--- src/rtl/jmpz_pkg.sv ---
// ============================================================================
// Package : jmpz_pkg
// Brief   : Shared defaults and types for the JMPZ program-flow block.
// Rev     : 1.0 - initial release
// ============================================================================
`default_nettype none

package jmpz_pkg;

  localparam int DEFAULT_ADDR_W = 20;
  localparam int DEFAULT_CNT_W  = 16;

  typedef logic [DEFAULT_ADDR_W-1:0] addr_t;

  localparam addr_t DEFAULT_RESET_PC = 20'h00000;
  localparam addr_t DEFAULT_PC_STEP  = 20'h00001;

endpackage : jmpz_pkg

`default_nettype wire

--- src/rtl/jmpz_pc_unit_if.sv ---
// ============================================================================
// Interface : jmpz_pc_unit_if
// Brief     : Request/result bundle of jmpz_pc_unit; counter signals exist
//             only when JMPZ_STATS_EN is defined.
// Rev       : 1.0 - initial release
// ============================================================================
`default_nettype none

interface jmpz_pc_unit_if #(
  parameter int ADDR_W = 20,
  parameter int CNT_W  = 16
);

  logic              in_valid;
  logic [ADDR_W-1:0] pc;
  logic              zero_flag;
  logic [ADDR_W-1:0] jmp_address;
  logic [ADDR_W-1:0] new_pc;
  logic              out_valid;
  logic              taken;
`ifdef JMPZ_STATS_EN
  logic [CNT_W-1:0]  taken_cnt;
  logic [CNT_W-1:0]  ntaken_cnt;
`endif

  modport master (
    output in_valid, pc, zero_flag, jmp_address,
`ifdef JMPZ_STATS_EN
    input  taken_cnt, ntaken_cnt,
`endif
    input  new_pc, out_valid, taken
  );

  modport slave (
    input  in_valid, pc, zero_flag, jmp_address,
`ifdef JMPZ_STATS_EN
    output taken_cnt, ntaken_cnt,
`endif
    output new_pc, out_valid, taken
  );

endinterface : jmpz_pc_unit_if

`default_nettype wire

--- src/rtl/jmpz_sat_counter.sv ---
// ============================================================================
// Module : jmpz_sat_counter
// Brief  : Event counter that saturates at its all-ones value.
// Rev    : 1.0 - initial release
// ============================================================================
`default_nettype none

module jmpz_sat_counter #(
  parameter int CNT_W = 16
) (
  input  wire logic             clk,
  input  wire logic             rst,
  input  wire logic             i_inc,
  output logic      [CNT_W-1:0] o_count
);

  logic [CNT_W-1:0] r_count;
  logic             w_at_max;

  assign w_at_max = &r_count;
  assign o_count  = r_count;

  always_ff @(posedge clk or posedge rst) begin
    if (rst) begin
      r_count <= '0;
    end else if (i_inc && !w_at_max) begin
      r_count <= r_count + CNT_W'(1);
    end
  end

endmodule : jmpz_sat_counter

`default_nettype wire

--- src/rtl/jmpz_pc_unit.sv ---
// ============================================================================
// Module : jmpz_pc_unit
// Brief  : Registered next-PC select for JMPZ; optional taken/not-taken
//          statistics counters enabled by macro JMPZ_STATS_EN.
// Rev    : 1.0 - initial release
// ============================================================================
`default_nettype none

module jmpz_pc_unit
  import jmpz_pkg::*;
#(
  parameter int                ADDR_W   = DEFAULT_ADDR_W,
  parameter logic [ADDR_W-1:0] PC_STEP  = ADDR_W'(DEFAULT_PC_STEP),
  parameter logic [ADDR_W-1:0] RESET_PC = ADDR_W'(DEFAULT_RESET_PC),
  parameter int                CNT_W    = DEFAULT_CNT_W
) (
  input  wire logic     clk,
  input  wire logic     rst,
  jmpz_pc_unit_if.slave bus
);

  logic [ADDR_W-1:0] w_seq_pc;
  logic [ADDR_W-1:0] w_next_pc;
  logic [ADDR_W-1:0] r_new_pc;
  logic              r_out_valid;
  logic              r_taken;

  // Sum is truncated to ADDR_W, so the sequential PC wraps silently.
  assign w_seq_pc  = bus.pc + PC_STEP;
  assign w_next_pc = bus.zero_flag ? bus.jmp_address : w_seq_pc;

  always_ff @(posedge clk or posedge rst) begin
    if (rst) begin
      r_new_pc    <= RESET_PC;
      r_out_valid <= 1'b0;
      r_taken     <= 1'b0;
    end else begin
      r_out_valid <= bus.in_valid;
      if (bus.in_valid) begin
        r_new_pc <= w_next_pc;
        r_taken  <= bus.zero_flag;
      end
    end
  end

  assign bus.new_pc    = r_new_pc;
  assign bus.out_valid = r_out_valid;
  assign bus.taken     = r_taken;

`ifdef JMPZ_STATS_EN
  logic w_inc_taken;
  logic w_inc_ntaken;

  assign w_inc_taken  = bus.in_valid &  bus.zero_flag;
  assign w_inc_ntaken = bus.in_valid & ~bus.zero_flag;

  jmpz_sat_counter #(.CNT_W(CNT_W)) u_taken_cnt (
    .clk     (clk),
    .rst     (rst),
    .i_inc   (w_inc_taken),
    .o_count (bus.taken_cnt)
  );

  jmpz_sat_counter #(.CNT_W(CNT_W)) u_ntaken_cnt (
    .clk     (clk),
    .rst     (rst),
    .i_inc   (w_inc_ntaken),
    .o_count (bus.ntaken_cnt)
  );
`endif

endmodule : jmpz_pc_unit

`default_nettype wire

--- src/flat_wrapper.sv ---
// flat-port wrapper written by rule: the top's interface ports become plain ports
module jmpz_pc_unit_flat import jmpz_pkg::*;
#(
  parameter int                ADDR_W   = DEFAULT_ADDR_W,
  parameter logic [ADDR_W-1:0] PC_STEP  = ADDR_W'(DEFAULT_PC_STEP),
  parameter logic [ADDR_W-1:0] RESET_PC = ADDR_W'(DEFAULT_RESET_PC),
  parameter int                CNT_W    = DEFAULT_CNT_W
)
  (clk, rst, bus_in_valid, bus_pc, bus_zero_flag, bus_jmp_address, bus_new_pc, bus_out_valid, bus_taken);
  jmpz_pc_unit_if #(.ADDR_W(ADDR_W), .CNT_W(CNT_W)) bus_i ();
  input  wire logic clk;
  input  wire logic rst;
  input wire logic [$bits(bus_i.in_valid)-1:0] bus_in_valid;
  input wire logic [$bits(bus_i.pc)-1:0] bus_pc;
  input wire logic [$bits(bus_i.zero_flag)-1:0] bus_zero_flag;
  input wire logic [$bits(bus_i.jmp_address)-1:0] bus_jmp_address;
  output wire logic [$bits(bus_i.new_pc)-1:0] bus_new_pc;
  output wire logic [$bits(bus_i.out_valid)-1:0] bus_out_valid;
  output wire logic [$bits(bus_i.taken)-1:0] bus_taken;
  assign bus_i.in_valid = bus_in_valid;
  assign bus_i.pc = bus_pc;
  assign bus_i.zero_flag = bus_zero_flag;
  assign bus_i.jmp_address = bus_jmp_address;
  assign bus_new_pc = bus_i.new_pc;
  assign bus_out_valid = bus_i.out_valid;
  assign bus_taken = bus_i.taken;
  jmpz_pc_unit #(.ADDR_W(ADDR_W), .PC_STEP(PC_STEP), .RESET_PC(RESET_PC), .CNT_W(CNT_W)) u_core (.clk(clk), .rst(rst), .bus(bus_i));
endmodule
--- config.mk ---
export PLATFORM = sky130hd
export DESIGN_NAME = jmpz_pc_unit_flat
export DESIGN_NICKNAME = d
export VERILOG_FILES = /design/src/rtl/jmpz_pkg.sv /design/src/rtl/jmpz_pc_unit_if.sv /design/src/rtl/jmpz_sat_counter.sv /design/src/rtl/jmpz_pc_unit.sv /design/src/flat_wrapper.sv
export SDC_FILE = /design/constraint.sdc
export NUM_CORES = 1
export LEC_CHECK = 0
export CORE_AREA = 2 2 47 93
export CTS_BUF_LIST = sky130_fd_sc_hd__clkbuf_8
export DETAILED_ROUTE_END_ITERATION = 10
export DIE_AREA = 0 0 49 95
export PLACE_DENSITY_LB_ADDON = 0.12
export SYNTH_ARGS = -nofsm -noshare
export SYNTH_HDL_FRONTEND = slang
export SYNTH_SLANG_ARGS = --single-unit
export TNS_END_PERCENT = 5
--- constraint.sdc ---
create_clock -name clk -period 0.9 [get_ports clk]
set_input_delay 0.18 -clock clk [delete_from_list [all_inputs] [get_ports clk]]
set_output_delay 0.18 -clock clk [all_outputs]
set_load 0.05 [all_outputs]
==> results of run 1 <==
repair_timing:
action                                  in CTS  in global routing
pin swaps                                   17                  7
gates resized for setup                     61                 24
cloned                                       0                  1
endpoints found under the setup margin      43                 43
setup buffers                                3                  1
area by class of cell:
class	count	area, sq um	area share, %
clock buffers	3	41.3	1.55
flip-flops and latches	22	551	20.7
well taps	52	65.1	2.44
inverters	12	45.0	1.69
multi-input cells	119	795	29.8
repair buffers	106	1170	43.8
metal layers:
layer	global-route usage [%]	vias up	part of all wire, %
met1	21.9	694	38
met5	0	-	0
met2	36.0	51	55
li1	-	758	-
met3	3.16	6	5.1
met4	7.86	0	1.8
cells in the final DEF, fill, tap and decap left out, drive strengths merged:
cell type	instances
xnor2	13
a21oi	3
nor3	1
o21ai	23
clkdlybuf4s50	22
dlymetal6s2s	2
dfrtp	22
and4	3
nor4	2
nand2	20
clkbuf	8
nand3	11
nand4	7
a31oi	1
o221ai	3
nand2b	1
o22ai	6
dlygate4sd2	3
ha	1
mux2	2
clkdlybuf4s15	4
nor2	15
inv	12
buf	70
and2	1
xor2	5
mux2i	1
worst paths after layout:
kind | slack [ns] | end | depth (start not counted)
max | -0.18 | u_core.bus.new_pc[16] | 8
min | 0.25 | u_core.bus.new_pc[3] | 3
max reg2reg | 0.04 | u_core.bus.new_pc[14] | 2
min reg2reg | 0.57 | u_core.bus.new_pc[13] | 2
max in group asynchronous | 0.51 | u_core.bus.new_pc[12] | 3
min in group clk | 0.29 | u_core.bus.new_pc[3] | 4
power by group:
part / leakage (nW) / internal [mW] / switching [mW]
clock network: 0.0216 / 0.299 / 0.303
logic: 0.923 / 0.772 / 0.711
registers: 0.258 / 1.09 / 0.118
total: 1.20 / 2.16 / 1.13
critical path: cells and delay by family:
family	cells	cell delay [ns]
and+or+nand+nor	3	0.38
buffers and inverters	3	0.48
xor gates and xnor gates	1	0.09
AOI/OAI and AO/OA	1	0.07
logic make-up (layout without fill, tap and decap cells):
logic type / Yosys count / after routing
and+or+nand+nor: 61 / 61
AOI/OAI and AO/OA: 36 / 36
DFF: 22 / 22
xor gates and xnor gates: 18 / 18
buffers and inverters: 18 / 121
muxes: 3 / 3
adders and majority gates: 1 / 1
registers in the layout, indices dropped and copies added, names as in the netlist:
register and count:
u_core.bus.taken 1, u_core.bus.out_valid 1, u_core.bus.new_pc 20
==> flow_metrics.env, run 1 <==
export IMPL_synth_top_family_by_area="simple AND/OR/NAND/NOR gates"
export IMPL_synth_main_ff_cell="dfrtp_1"
export IMPL_rsz0062_at_grt="true"
export IMPL_cts_tree="built"
export IMPL_drt_vias_per_instance=4.81
export IMPL_syn_area_per_cell_sq_um=8.48
export IMPL_violations="setup timing"
export IMPL_path_cells="clkdlybuf4s15_1, nand4_1, buf_6, buf_4, nor4_4, xor2_1, nor2_1, o22ai_2"
export IMPL_max_cap_viol_count=0
export IMPL_die_area_sq_um=4660
export IMPL_ir_drop_mv=0.808
export IMPL_critPathLaunch="bus_pc[4]"
export IMPL_max_freq_ghz=0.927
export IMPL_die_x_microns=49
export IMPL_worstPathRequired_ns=1.04
export IMPL_p_total_mw=3.30
export IMPL_crit_path_max_fanout=4
export IMPL_synthToLayoutAreaGrowth_pct=97.8
export IMPL_synthSimpleGateAreaFrac_pct=23.7
export IMPL_numCtsBuffers=3
export IMPL_route_detailed_drc=0
export IMPL_slew_headroom_pct=83.1
export IMPL_whs_ns=0.248
export IMPL_synth_commonest_cells="dfrtp_1 (22), o21ai_0 (21), nand2_1 (20)"
export IMPL_final_area_sq_um=2670
export IMPL_slowest_stage="clkdlybuf4s15_1"
export IMPL_worstPathArrival_ns=1.21
export IMPL_grt_pass1_wl_mm=6.99
export IMPL_synthDistinctLibCells=29
export IMPL_gr_usage_all_layers_pct=19.5
export IMPL_synthAdderAreaFrac_pct=0.929
export IMPL_ys_top_cells_by_area="dfrtp_1 (41%), xnor2_1 (8.4%), o21ai_0 (7.8%)"
export IMPL_htree_levels=1
export IMPL_vias=1509
export IMPL_fin_util_pct=66.5
export IMPL_ys_ff_latch=22
export IMPL_clock_root_buffer="clkbuf_8"
export IMPL_hold_viol=0
export IMPL_ant_nets=0
export IMPL_nFillCells=364
export IMPL_end_kind="flop"
export IMPL_outcome="finished, violations left"
export IMPL_fin_setup_tns_ns=-3.27
export IMPL_clk_pin_slew_worst_paths_ns=0.07
export IMPL_crit_type="input port to flop"
export IMPL_clk_latency_ns=0.26
export IMPL_hp_class="input port to async pin"
export IMPL_clock_sinks=22
export IMPL_synth_top_cell_by_area="dfrtp_1"
export IMPL_synthXorXnorAreaFrac_pct=11.7
export IMPL_async_flop_share_pct=100
export IMPL_rr_startpoint="u_core.bus.new_pc[14]"
export IMPL_period_share_pct=120
export IMPL_skew_ns=0
export IMPL_worst_slack_ns=-0.179
export IMPL_dp_hpwl_mm=3.25
export IMPL_synth_top_area_share_pct=40.9
export IMPL_first_pass_iters=4
export IMPL_gp_congestion=0.829
export IMPL_post_synth_top_count_cell="dfrtp_1"
export IMPL_start_kind="input port"
export IMPL_yosysSeqAreaShare_pct=40.9
export IMPL_worst_slew_pin_slew_ns=0.253
export IMPL_dpl_cell_area_sq_um=2560
export IMPL_row_count=33
export IMPL_synth_compound_area_share_pct=15.3
export IMPL_layout_nets=309
export IMPL_drt_iter0_markers=27
export IMPL_ys_warn_count=0
export IMPL_synth_edff_count=0
export IMPL_antenna_found_initial=0
export IMPL_cts_hold_repair_buffers=0
export IMPL_pre_cts_slack_ns=-0.964
export IMPL_synth_nets=204
export IMPL_wirelength_mm=4.09
export IMPL_finalSetupViolCount=33
export IMPL_min_period_ns=1.08
export IMPL_synth_area_sq_um=1350
export IMPL_start_util_pct=33.6
export IMPL_synth_cells=159
export IMPL_pin_count=66
export IMPL_layout_drive_gt1_share_pct=36.6
export IMPL_gr_total_overflow=0
export IMPL_critPathMaxStageDelay_ns=0.19
export IMPL_synthMuxAreaShare_pct=2.41
export IMPL_grt_max_degree=23
export IMPL_die_h_microns=95
export IMPL_core_area_sq_um=4010
export IMPL_grt_pass1_vias=1517
export IMPL_dp_cells=306
export IMPL_p_per_area_nw_per_um2=1240
export IMPL_cts_buffer_depth=2
export IMPL_p_leak_nw=1.20
export IMPL_drt_wirelength_per_cell_microns=13.0
export IMPL_portBuffers=65
export IMPL_slew_viol_final=0
export IMPL_final_cells=314
export IMPL_diodes=0
(Power assumes the default switching activity.)
==> run 2, diff against run 1 <==
Settings changed: SETUP_SLACK_MARGIN set to 0.05.
==> run 2 against run 1 <==
Clock skew unchanged. Sequential cell count unchanged. Critical path type unchanged. The run still ends with setup timing left. Register-to-register slack barely moved. Largest cell class unchanged. Global-route usage unchanged. Core utilization increased by 0.28 points. Die area unchanged. Hold slack barely moved. Cell area grew 0.42%. Via count down 0.60%. Worst setup slack better by 0.025 ns. Routed wire length is essentially flat. Maximum frequency increased by 2.4%.
==> flow_metrics.env, run 2 (same netlist as run 1, synthesis figures left out) <==
export IMPL_critPathLaunch="bus_pc[4]"
export IMPL_slew_headroom_pct=83.1
export IMPL_dpl_cell_area_sq_um=2560
export IMPL_critPathMaxStageDelay_ns=0.19
export IMPL_clock_root_buffer="clkbuf_8"
export IMPL_route_detailed_drc=0
export IMPL_layout_drive_gt1_share_pct=37.0
export IMPL_gr_total_overflow=0
export IMPL_violations="setup timing"
export IMPL_crit_type="input port to flop"
export IMPL_pin_count=66
export IMPL_clk_pin_slew_worst_paths_ns=0.07
export IMPL_fin_util_pct=66.8
export IMPL_core_area_sq_um=4010
export IMPL_outcome="finished, violations left"
export IMPL_first_pass_iters=4
export IMPL_slew_viol_final=0
export IMPL_pre_cts_slack_ns=-0.964
export IMPL_p_per_area_nw_per_um2=1230
export IMPL_p_total_mw=3.30
export IMPL_final_cell_mix="buf_4 (34), buf_12 (23), clkdlybuf4s50_1 (22), dfrtp_1 (22), nand2_1 (18)"
export IMPL_hold_viol=0
export IMPL_layout_nets=309
export IMPL_start_kind="input port"
export IMPL_final_cells=314
export IMPL_final_common_cell="buf_4"
export IMPL_die_h_microns=95
export IMPL_finalSetupViolCount=32
export IMPL_rr_startpoint="u_core.bus.new_pc[14]"
export IMPL_critPathTopFamily="buffers and inverters"
export IMPL_largest_reg_flops=20
export IMPL_period_share_pct=117
export IMPL_htree_levels=1
export IMPL_synthToLayoutAreaGrowth_pct=98.6
export IMPL_numCtsBuffers=3
export IMPL_max_cap_viol_count=0
export IMPL_vias=1500
export IMPL_worst_slack_ns=-0.154
export IMPL_antenna_found_initial=0
export IMPL_die_area_sq_um=4660
export IMPL_dp_hpwl_mm=3.25
export IMPL_min_period_ns=1.05
export IMPL_whs_ns=0.248
export IMPL_start_util_pct=33.6
export IMPL_max_freq_ghz=0.949
export IMPL_worst_slew_pin_slew_ns=0.253
export IMPL_final_area_sq_um=2680
export IMPL_crit_cells=8
export IMPL_row_count=33
export IMPL_hp_class="input port to async pin"
export IMPL_r2r_cells=2
export IMPL_rsz0062_at_grt="true"
export IMPL_clk_latency_ns=0.26
export IMPL_drt_wirelength_per_cell_microns=13.0
export IMPL_grt_pass1_wl_mm=6.99
export IMPL_multi_input_area_sq_um=802
export IMPL_drt_vias_per_instance=4.78
export IMPL_worstPathArrival_ns=1.19
export IMPL_grt_pass1_vias=1517
export IMPL_p_leak_nw=1.21
export IMPL_drt_iter0_markers=15
export IMPL_wirelength_mm=4.08
export IMPL_path_cells="clkdlybuf4s15_1, nand4_1, buf_6, buf_4, nor4_4, xor2_1, nor2_1, o22ai_2"
export IMPL_cts_tree="built"
export IMPL_rrSetupSlack_ns=0.04
export IMPL_ir_drop_mv=0.806
export IMPL_grt_max_degree=23
export IMPL_dp_cells=306
export IMPL_clock_sinks=22
export IMPL_end_kind="flop"
export IMPL_crit_path_max_fanout=4
export IMPL_slowest_stage="clkdlybuf4s15_1"
export IMPL_skew_ns=0
export IMPL_ant_nets=0
export IMPL_path_buf_inv=3
export IMPL_nFillCells=362
export IMPL_portBuffers=65
export IMPL_die_x_microns=49
export IMPL_gp_congestion=0.829
export IMPL_worstPathRequired_ns=1.03
export IMPL_ff_latch_area_sq_um=551
export IMPL_gr_usage_all_layers_pct=19.5
export IMPL_diodes=0
export IMPL_cts_buffer_depth=2
export IMPL_fin_setup_tns_ns=-3.15
## run 2: cell count changes in the layout (fill, tap and decap cells not counted)
cell,change
buf_4,-1
buf_6,+1
xnor2_1,-1
xnor2_2,+1
## run 2: final timing paths
| kind | endpoint |
|---|---|
| max | u_core.bus.new_pc[16] |
| min | u_core.bus.new_pc[3] |
| max reg2reg | u_core.bus.new_pc[14] |
| min reg2reg | u_core.bus.new_pc[15] |
| max in group asynchronous | u_core.bus.taken |
| min in group clk | u_core.bus.new_pc[3] |
## run 2: area by class of cell
cell class                 count  area share [%]
clock buffer                   3            1.54
tap                           52            2.43
timing repair buffer         106            43.8
inverter                      12            1.68
sequential                    22            20.6
multi-input combinational    119            30.0
## run 2: repair_timing
action / 4_1_cts / 5_1_grt
hold buffers: 0 / 0
setup buffers: 3 / 1
gates cloned: 0 / 1
pin swaps: 17 / 8
gates resized for setup: 61 / 26
setup endpoints to repair: 43 / 43
## run 2: worst reg2reg max path, stage by stage, from the launching register on
cell     delay [ns]
dfrtp_1        0.43
o21ai_0        0.22
o21ai_1        0.09
## run 2: where the power goes
part | leakage, nW | internal, mW | switching [mW]
combinational | 0.929 | 0.777 | 0.713
clock | 0.0216 | 0.298 | 0.303
sequential | 0.258 | 1.09 | 0.118
## run 2: metal layers
metal  part of all wire, %  GRT usage [%]  up-vias
li1                      -              -      758
met1                    38           21.9      689
met2                    55           36.0       47
met3                   4.8           3.16        6
met4                   1.8           7.86        0
met5                     0              0        -
==> run 3, diff against run 2 <==
Settings changed: CTS_BUF_LIST sky130_fd_sc_hd__clkbuf_8 to unset.
==> results of run 3 <==
Same layout as run 2: the final DEF is identical, and so are final timing and power.
